===== config.mk =====
export PLATFORM = sky130hd
export DESIGN_NAME = mult_div_unit
export DESIGN_NICKNAME = d
export VERILOG_FILES = /design/src/rtl/mult_div_unit.sv
export SDC_FILE = /design/constraint.sdc
export NUM_CORES = 1
export LEC_CHECK = 0
export CAP_MARGIN = 25
export CORE_MARGIN = 4
export CORE_UTILIZATION = 30
export CTS_CLUSTER_DIAMETER = 80
export DETAILED_ROUTE_END_ITERATION = 10
export PLACE_DENSITY = 0.5
export SLEW_MARGIN = 20
export SYNTH_ARGS = -nofsm -noshare
export SYNTH_HDL_FRONTEND = slang
export SYNTH_SLANG_ARGS = --single-unit

===== constraint.sdc =====
create_clock -name clk -period 5.1 [get_ports clk]
set_input_delay 1.53 -clock clk [delete_from_list [all_inputs] [get_ports clk]]
set_output_delay 1.53 -clock clk [all_outputs]
set_load 0.02 [all_outputs]

===== src/rtl/mult_div_unit.sv =====
// Sequential signed 32x32 multiply (radix-2 Booth) and 32/32 divide (restoring)
// unit. The result goes to HI/LO. Each operation takes 32 iterations plus one DONE cycle.
module mult_div_unit (
    input  logic        clk,
    input  logic        reset_n,
    input  logic        start_mult,
    input  logic        start_div,
    input  logic [31:0] a,
    input  logic [31:0] b,
    output logic [31:0] hi,
    output logic [31:0] lo,
    output logic        busy,
    output logic        done,
    output logic        div_zero
);

    typedef enum logic [1:0] {IDLE, MULT, DIV, DONE} state_t;

    state_t      state, state_d;
    logic [4:0]  cnt;
    logic [64:0] acc;
    logic [31:0] m_q;
    logic        neg_q, neg_r, dz_q;

    logic        take_mult, take_div, last;
    logic [32:0] booth_sum, diff;
    logic [64:0] mult_next, div_next;
    logic [31:0] q_res, r_res;

    always_ff @(posedge clk or negedge reset_n) begin
        if (!reset_n) state <= IDLE;
        else          state <= state_d;
    end

    always_comb begin
        state_d   = state;
        busy      = 1'b1;
        done      = 1'b0;
        div_zero  = 1'b0;
        take_mult = 1'b0;
        take_div  = 1'b0;
        last      = (cnt == 5'd31);
        unique case (state)
            IDLE: begin
                busy = 1'b0;
                if (start_mult) begin
                    take_mult = 1'b1;
                    state_d   = MULT;
                end else if (start_div) begin
                    take_div = 1'b1;
                    state_d  = DIV;
                end
            end
            MULT: if (last) state_d = DONE;
            DIV:  if (dz_q || last) state_d = DONE;
            DONE: begin
                done     = 1'b1;
                div_zero = dz_q;
                state_d  = IDLE;
            end
            default: state_d = IDLE;
        endcase
    end

    // Booth step: the add is 33 bits wide, so A - M cannot overflow when M = -2^31.
    // The 33-bit sum is shifted straight into the accumulator.
    always_comb begin
        booth_sum = {acc[64], acc[64:33]};
        unique case (acc[1:0])
            2'b01:   booth_sum = {acc[64], acc[64:33]} + {m_q[31], m_q};
            2'b10:   booth_sum = {acc[64], acc[64:33]} - {m_q[31], m_q};
            default: booth_sum = {acc[64], acc[64:33]};
        endcase
        mult_next = {booth_sum, acc[32:1]};
    end

    // Restoring step: acc[63:32] holds the partial remainder and acc[31:0] holds the quotient.
    always_comb begin
        diff = acc[63:31] - {1'b0, m_q};
        if (!diff[32]) div_next = {1'b0, diff[31:0], acc[30:0], 1'b1};
        else           div_next = {1'b0, acc[62:31], acc[30:0], 1'b0};
        q_res = neg_q ? (32'd0 - div_next[31:0])  : div_next[31:0];
        r_res = neg_r ? (32'd0 - div_next[63:32]) : div_next[63:32];
    end

    always_ff @(posedge clk or negedge reset_n) begin
        if (!reset_n) begin
            cnt   <= '0;
            acc   <= '0;
            m_q   <= '0;
            neg_q <= 1'b0;
            neg_r <= 1'b0;
            dz_q  <= 1'b0;
            hi    <= '0;
            lo    <= '0;
        end else begin
            if (take_mult) begin
                cnt  <= '0;
                m_q  <= a;
                acc  <= {32'd0, b, 1'b0};
                dz_q <= 1'b0;
            end else if (take_div) begin
                cnt   <= '0;
                m_q   <= b[31] ? (32'd0 - b) : b;
                acc   <= {33'd0, (a[31] ? (32'd0 - a) : a)};
                neg_q <= a[31] ^ b[31];
                neg_r <= a[31];
                dz_q  <= (b == '0);
            end else if (state == MULT) begin
                cnt <= cnt + 5'd1;
                acc <= mult_next;
                if (last) begin
                    hi <= mult_next[64:33];
                    lo <= mult_next[32:1];
                end
            end else if (state == DIV && !dz_q) begin
                cnt <= cnt + 5'd1;
                acc <= div_next;
                if (last) begin
                    hi <= r_res;
                    lo <= q_res;
                end
            end
        end
    end

endmodule


==> results of run 1 <==
## flip-flops by register name, summed over array words and instances, names as in the netlist
register	flops
acc	65
cnt	5
state	2
hi	32
neg_r	1
dz_q	1
neg_q	1
lo	32
m_q	32
## logic make-up after synthesis
logic type	share of synthesized area
buf+inv	0.05179
mux	0.04348
fa+ha+maj	0.06077
compound gates	0.2923
simple gates	0.2003
flops	0.2560
xor+xnor	0.09535
## area by class of cell
class	count	share of cell area
clock buffers	17	0.02121
clock inverters	15	0.009919
inverters	72	0.01347
multi-input cells	1793	0.5810
flip-flops and latches	171	0.2134
well taps	748	0.04666
repair buffers	256	0.1143
## stage by stage
stage | utilization | setup WS (ns) | cells | hold slack (ns) | instance area, sq um
after floorplan | - | 0.2858 | 2173 | 0.4623 | 16720
after global placement | 0.3519 | 0.06950 | 3039 | 0.4700 | 19390
after detailed placement | 0.3519 | 0.08338 | 3039 | 0.4719 | 19390
after CTS | 0.3633 | 0.1427 | 3071 | 0.4905 | 20010
after global routing | 0.3641 | 0.003562 | 3072 | 0.4994 | 20060
final | 0.3641 | 0.2809 | 3072 | 0.4827 | 20060
## layer usage
layer | GRT usage | vias to the layer above
met3 | 0.03454 | 108
met4 | 0.09468 | 0
met2 | 0.3731 | 640
met1 | 0.3108 | 8563
met5 | 0 | -
li1 | - | 8264
## worst register-to-register path: stages (launching register included)
cell and delay (ns):
dfrtp_1 0.42, inv_1 0.12, ha_1 0.43, a31oi_1 0.16, nor2_1 0.26, o21ai_0 0.18, xnor2_1 0.18, ha_1 0.23
a2111oi_0 0.33, o21ai_0 0.15, o21ai_0 0.16, a21boi_0 0.19, a211oi_1 0.48, buf_4 0.21, o221ai_1 0.12, xor2_1 0.16
a31oi_1 0.35, inv_1 0.10, o21ai_0 0.32, a21oi_1 0.12
## how the worst min path moves through the flow
stage                 from     end
floorplan             dz_q    dz_q
global placement     hi[8]   hi[8]
detailed placement  lo[17]  lo[17]
CTS                  hi[8]   hi[8]
global route         lo[0]   lo[0]
finish               hi[8]   hi[8]
## cell usage in the layout (no fill, tap or decap), types with 7 or more instances in the layout
| master | count |
|---|---|
| or3_1 | 16 |
| and2_1 | 23 |
| o211ai_1 | 35 |
| ha_1 | 77 |
| clkbuf_16 | 17 |
| buf_4 | 119 |
| a22oi_1 | 27 |
| a311oi_1 | 8 |
| o21a_1 | 24 |
| inv_1 | 69 |
| nand4_1 | 11 |
| nand3_1 | 33 |
| mux2_2 | 13 |
| dfrtp_1 | 171 |
| nor2_1 | 165 |
| o21ai_0 | 221 |
| o31ai_1 | 40 |
| nor4_1 | 27 |
| clkdlybuf4s50_1 | 133 |
| mux2i_1 | 58 |
| nand2_1 | 260 |
| a2111oi_0 | 7 |
| and3_1 | 18 |
| o21ai_1 | 9 |
| nand2b_1 | 18 |
| xor2_1 | 73 |
| nor3_1 | 45 |
| or4_1 | 16 |
| a21oi_1 | 173 |
| a21o_1 | 30 |
| a31oi_1 | 23 |
| xnor2_1 | 109 |
| nor2b_1 | 20 |
| a211oi_1 | 58 |
| o211a_1 | 8 |
| o41ai_1 | 18 |
| o221ai_1 | 8 |
==> metrics.yaml, run 1 <==
critical_path:
  r2r-end: "acc[60]"
  cp_num_cells: 19
  crit_chain: "inv_1, ha_1, a31oi_1, nor2_1, o21ai_0, xnor2_1, ha_1, a2111oi_0, o21ai_0, o21ai_0, a21boi_0, a211oi_1, buf_4, o221ai_1, xor2_1, a31oi_1, inv_1, o21ai_0, a21oi_1"
  cp_top_family: "compound AO/OA/AOI/OAI gates"
  crit_buf_inv: 3
  crit_end: "acc[60]"
  cp-end-kind: "register"
  r2r-start: "acc[0]"
  path_class: "register to register"
  crit_slowest_cell: "a211oi_1"
  critPathLaunch: "acc[0]"
  arrival_ns: 5.17
  cp_common_cell: "o21ai_0"
  start_kind: "register"
  cpPeakStageDelay_ns: 0.48
  critPathMaxFanout: 11
  r2r_slack_ns: 0.28
  cp_data_required_time_ns: 5.45
  reg2reg_depth: 19
synth:
  yosys.area.top_type: "dfrtp_1"
  syn_avg_cell_area_sq_um: 7.693
  synth-seq-cells: 171
  synth_top_area_frac: 0.2560
  yosysMostFrequentCell: "nand2_1"
  synth_nets: 2321
  synth_edf_count: 0
  ys_types: 87
  synthCells: 2173
  yosysWarnings: 0
  async_flop_share: 1.000
  synth_flop_cell: "dfrtp_1"
  syn-cell-area_sq_um: 16720
  synth_commonest_cells: "nand2_1, o21ai_0, a21oi_1"
  synthTopCellsByArea: "dfrtp_1, o21ai_0, ha_1, nand2_1, xnor2_1"
  seq_area_frac_synth: 0.2560
layout:
  multiInputGateArea_sq_um: 11650
  n_fill_cell: 5863
  diodes: 0
  ff_latch_area_sq_um: 4279
  nets: 2459
  drive_gt1_frac: 0.09294
  area_growth_pct: 19.98
clocking:
  cts.sinks: 171
  clk_latency_ns: 0.50
  cts_max_level: 4
  cts_tree: "built"
  clkTransAtPathRegs_ns: 0.07
  cts_buffers: 17
  clock_path_buffers: 2
  cts-root-buf: "clkbuf_16"
  postCtsSetupRepairBufs: 0
  holdBufCountCts: 0
  post_cts_resized: 0
routing:
  met3_length_um: 3651
  vias_per_cell: 5.721
  drt-met1-wl_um: 31350
  drtIter0Drc: 1593
  dr_wl_met2_um: 32240
  top_layer: "met4"
  num_vias: 17580
  drt_wl_total_um: 70210
  wl_per_cell_um: 22.85
  ant_nets: 0
  drcViolationCount: 0
  drtPass1Iterations: 5
run:
  maxCapViolCount: 0
floorplan:
  die-width_um: 244.1
  io_pins: 135
  start_util: 0.3034
  rows: 86
  design.die.area_sq_um: 59570
  core_sq_um: 55090
  die_h_um: 244.1
timing:
  hold_violations: 0
  max_slew_margin: 0.3340
  slew_viol_final: 0
  setup_viol: 0
  tns_ns: 0
  period_share: 0.9449
  clock.fmax_mhz: 207.5
  worst_pin_slew_ns: 0.9989
  period_minus_slack_ns: 4.819
  rsz0062_at_grt: "false"
  fin_skew_ns: 0.01356
placed_design:
  port-buffer-count: 134
  dpl.hpwl_um: 54720
  place_congestion: 0.9786
global_routing:
  grt_max_degree: 93
  grt_pass1_vias: 17060
  gr-usage-all-layers: 0.2312
  antenna_found_initial: 0
  grt_first_pass_wirelength_um: 106900
  gr-total-overflow: 0
worst_hold_path:
  whs_path_depth: 2
  hp-class: "register to register"
status:
  status: "complete, no violations"
Power of run 1 is not shown: default switching activity piles up to over one toggle a cycle in this logic, so the estimate is an artifact.
==> inputs of run 2 (changes only) <==
ABC_AREA = 1   (was not set)
==> run 2 against run 1 <==
Net effect: count of clock-buffer cells in the layout grew 1; clock skew is essentially flat; final area grew 4.3%; sequential cell count is the same; fmax grew 1.2%; register-to-register slack gained 0.06 ns; routed wire length grew 22%; worst hold slack gained 0.014 ns; sequential share of layout area shrank 0.88 points; utilization shrank 1.0 points; final cell count grew 25%.
==> metrics.yaml, run 2 <==
status:
  status: "complete, no violations"  # unchanged
synth:
  synth_nets: 3089  # was 2321
  syn_avg_cell_area_sq_um: 6.111  # was 7.693 sq um
  synth_flop_cell: "dfrtp_1"  # unchanged
  synthCells: 2941  # was 2173
  synth_commonest_cells: "nand2_1, inv_1, nor2_1"  # was nand2_1, o21ai_0, a21oi_1
  yosysWarnings: 0  # unchanged
  ys_types: 56  # was 87
  yosysMostFrequentCell: "nand2_1"  # unchanged
  synth_edf_count: 0  # unchanged
  yosys.area.top_type: "dfrtp_1"  # unchanged
  synth_top_area_frac: 0.2381  # was 0.2560
  async_flop_share: 1.000  # unchanged
  syn-cell-area_sq_um: 17970  # was 16720 sq um
  seq_area_frac_synth: 0.2381  # was 0.2560
  synth-seq-cells: 171  # unchanged
  synthTopCellsByArea: "dfrtp_1, nand2_1, inv_1, o21ai_0, nor2_1"  # was dfrtp_1, o21ai_0, ha_1, nand2_1, xnor2_1
clocking:
  cts_tree: "built"  # unchanged
  postCtsSetupRepairBufs: 0  # unchanged
  clkTransAtPathRegs_ns: 0.08  # was 0.07 ns
  cts_buffers: 17  # unchanged
  cts.sinks: 171  # unchanged
  cts-root-buf: "clkbuf_16"  # unchanged
  clock_path_buffers: 2  # unchanged
  clk_latency_ns: 0.48  # was 0.50 ns
  cts_max_level: 4  # unchanged
global_routing:
  use_met2: 0.4412  # was 0.3731
  grt_max_degree: 82  # was 93
  gr-usage-all-layers: 0.2621  # was 0.2312
  antenna_found_initial: 4  # was 0
  grt.busiest_layer: "met2"  # unchanged
  grt_first_pass_wirelength_um: 125700  # was 106900 um
  gr-total-overflow: 0  # unchanged
  grt.met3_usage: 0.04600  # was 0.03454
  grt_pass1_vias: 20100  # was 17060
  grt_util_met1: 0.3191  # was 0.3108
timing:
  period_share: 0.9333  # was 0.9449
  worst_pin_slew_ns: 1.018  # was 0.9989 ns
  period_minus_slack_ns: 4.760  # was 4.819 ns
  rsz0062_at_grt: "true"  # was false
  max_slew_margin: 0.3138  # was 0.3340
  hold_violations: 0  # unchanged
  setup_viol: 0  # unchanged
  slew_viol_final: 0  # unchanged
  timing.hold.ws_ns: 0.4968  # was 0.4827 ns
  fin_ws_ns: 0.3401  # was 0.2809 ns
  clock.fmax_mhz: 210.1  # was 207.5 MHz
  fin_skew_ns: 0.01306  # was 0.01356 ns
layout:
  fin_util: 0.3538  # was 0.3641
  nets: 3189  # was 2459
  diodes: 0  # unchanged
  n_fill_cell: 6561  # was 5863
  regMostFlops: "acc"  # unchanged
  largest_reg_flops: 65  # unchanged
  area_growth_pct: 16.41  # was 19.98%
  mostFrequentLayoutCells: "nand2_1, inv_1, nor2_1, o21ai_0, nand3_1"  # was nand2_1, o21ai_0, a21oi_1, dfrtp_1, nor2_1
  drive_gt1_frac: 0.05894  # was 0.09294
  final_area_sq_um: 20920  # was 20060 sq um
  final_common_cell: "nand2_1"  # unchanged
worst_hold_path:
  hp-class: "register to register"  # unchanged
  hold_start: "lo[20]"  # was hi[8]
  hold_end: "lo[20]"  # was hi[8]
  whs_path_depth: 1  # was 2
power_and_ir_drop:
  p_leak_nw: 10.38
  powerDensity_nw_per_um2: 804.5
  vdd_drop_max_v: 0.0004018
critical_path:
  start_kind: "register"  # unchanged
  critPathMaxFanout: 5  # was 11
  arrival_ns: 5.16  # was 5.17 ns
  r2r-start: "m_q[1]"  # was acc[0]
  cp-end-kind: "register"  # unchanged
  cp_data_required_time_ns: 5.50  # was 5.45 ns
  reg2reg_depth: 22  # was 19
  r2r-end: "hi[26]"  # was acc[60]
  r2r_slack_ns: 0.34  # was 0.28 ns
  path_class: "register to register"  # unchanged
routing:
  drt_wl_total_um: 85540  # was 70210 um
  drtIter0Drc: 1981  # was 1593
  num_vias: 20560  # was 17580
  drcViolationCount: 0  # unchanged
  ant_nets: 0  # unchanged
  vias_per_cell: 5.372  # was 5.721
  drtPass1Iterations: 6  # was 5
  wl_per_cell_um: 22.35  # was 22.85 um
placed_design:
  dpl.hpwl_um: 68660  # was 54720 um
  port-buffer-count: 134  # unchanged
  pre_cts_ws_ns: 0.02341  # was 0.08338 ns
  place_congestion: 1.044  # was 0.9786
  placed_area_sq_um: 20280  # was 19390 sq um
floorplan:
  rows: 89  # was 86
  start_util: 0.3039  # was 0.3034
  io_pins: 135  # unchanged
  core_sq_um: 59130  # was 55090 sq um
  design.die.area_sq_um: 63890  # was 59570 sq um
  die_h_um: 252.8  # was 244.1 um
  die-width_um: 252.8  # was 244.1 um
run:
  maxCapViolCount: 0  # unchanged
run 2: cell families after synthesis:
| group | after synthesis | share of synthesized area |
|---|---|---|
| xor gates and xnor gates | 101 | 0.04922 |
| buffers and inverters | 524 | 0.1135 |
| DFF | 171 | 0.2381 |
| and+or+nand+nor | 1451 | 0.3448 |
| AOI/OAI and AO/OA | 614 | 0.1979 |
| adders and majority gates | 80 | 0.05653 |
run 2: report_power, final:
part	internal [W]	total, W	switching [W]
clock	0.000706	0.00143	0.000728
combinational	0.00381	0.0132	0.00935
sequential	0.00174	0.00223	0.000497
run 2: final cells by class:
cell class                 count  area (sq um)  share of cell area
inverter                     416          1562             0.07464
clock inverter                14         176.4            0.008433
clock buffer                  18         429.2             0.02051
multi-input combinational   2246         11710              0.5598
timing repair buffer         189          1795             0.08582
tap                          773         967.2             0.04623
sequential                   171          4279              0.2045
run 2: layer usage:
metal / vias up / part of all wire
met5: - / 0
met4: 0 / 0.068
met3: 202 / 0.067
met2: 844 / 0.47
met1: 9672 / 0.39
li1: 9839 / -
run 2: how the worst max path moves through the flow:
stage,startpoint,endpoint,slack [ns],cells after the start
2_1_floorplan,acc[31],lo[28],1.02,30
3_3_place_gp,b[0],m_q[29],0.02,13
3_5_place_dp,b[0],m_q[29],0.02,13
4_1_cts,m_q[1],hi[26],0.17,22
5_1_grt,m_q[3],acc[62],-0.02,23
6_report,m_q[1],hi[26],0.34,22
run 2: repair_timing:
action,in CTS,in global routing
hold endpoints to repair,0,0
hold buffers,0,0
resized for setup,0,10
setup endpoints to repair,0,15
run 2: critical path, cell delays in order, from the launching register on:
cell      delay, ns
dfrtp_1        0.43
inv_1          0.18
ha_1           0.22
nand4_1        0.15
nor3_2         0.17
nand3_1        0.17
o21ai_2        0.22
o21ai_0        0.19
nor2_1         0.20
o21ai_0        0.21
a21oi_1        0.20
xor2_1         0.18
ha_1           0.30
a21oi_1        0.22
o21a_1         0.26
nand2_1        0.07
a21oi_1        0.24
a21oi_1        0.12
or2_2          0.29
nand3_1        0.08
o211ai_1       0.17
and2_1         0.27
a21boi_1       0.15
run 2: metrics by stage:
| step | total power, W | instances | setup TNS [ns] |
|---|---|---|---|
| 2_1_floorplan | 0.01065 | 2941 | 0 |
| 3_3_place_gp | 0.01522 | 3795 | 0 |
| 3_5_place_dp | 0.01518 | 3795 | 0 |
| 4_1_cts | 0.01665 | 3827 | 0 |
| 5_1_grt | 0.01818 | 3827 | -0.02480 |
| 6_report | 0.01683 | 3827 | 0 |
No activity file was read; power rests on OpenSTA's default activity.
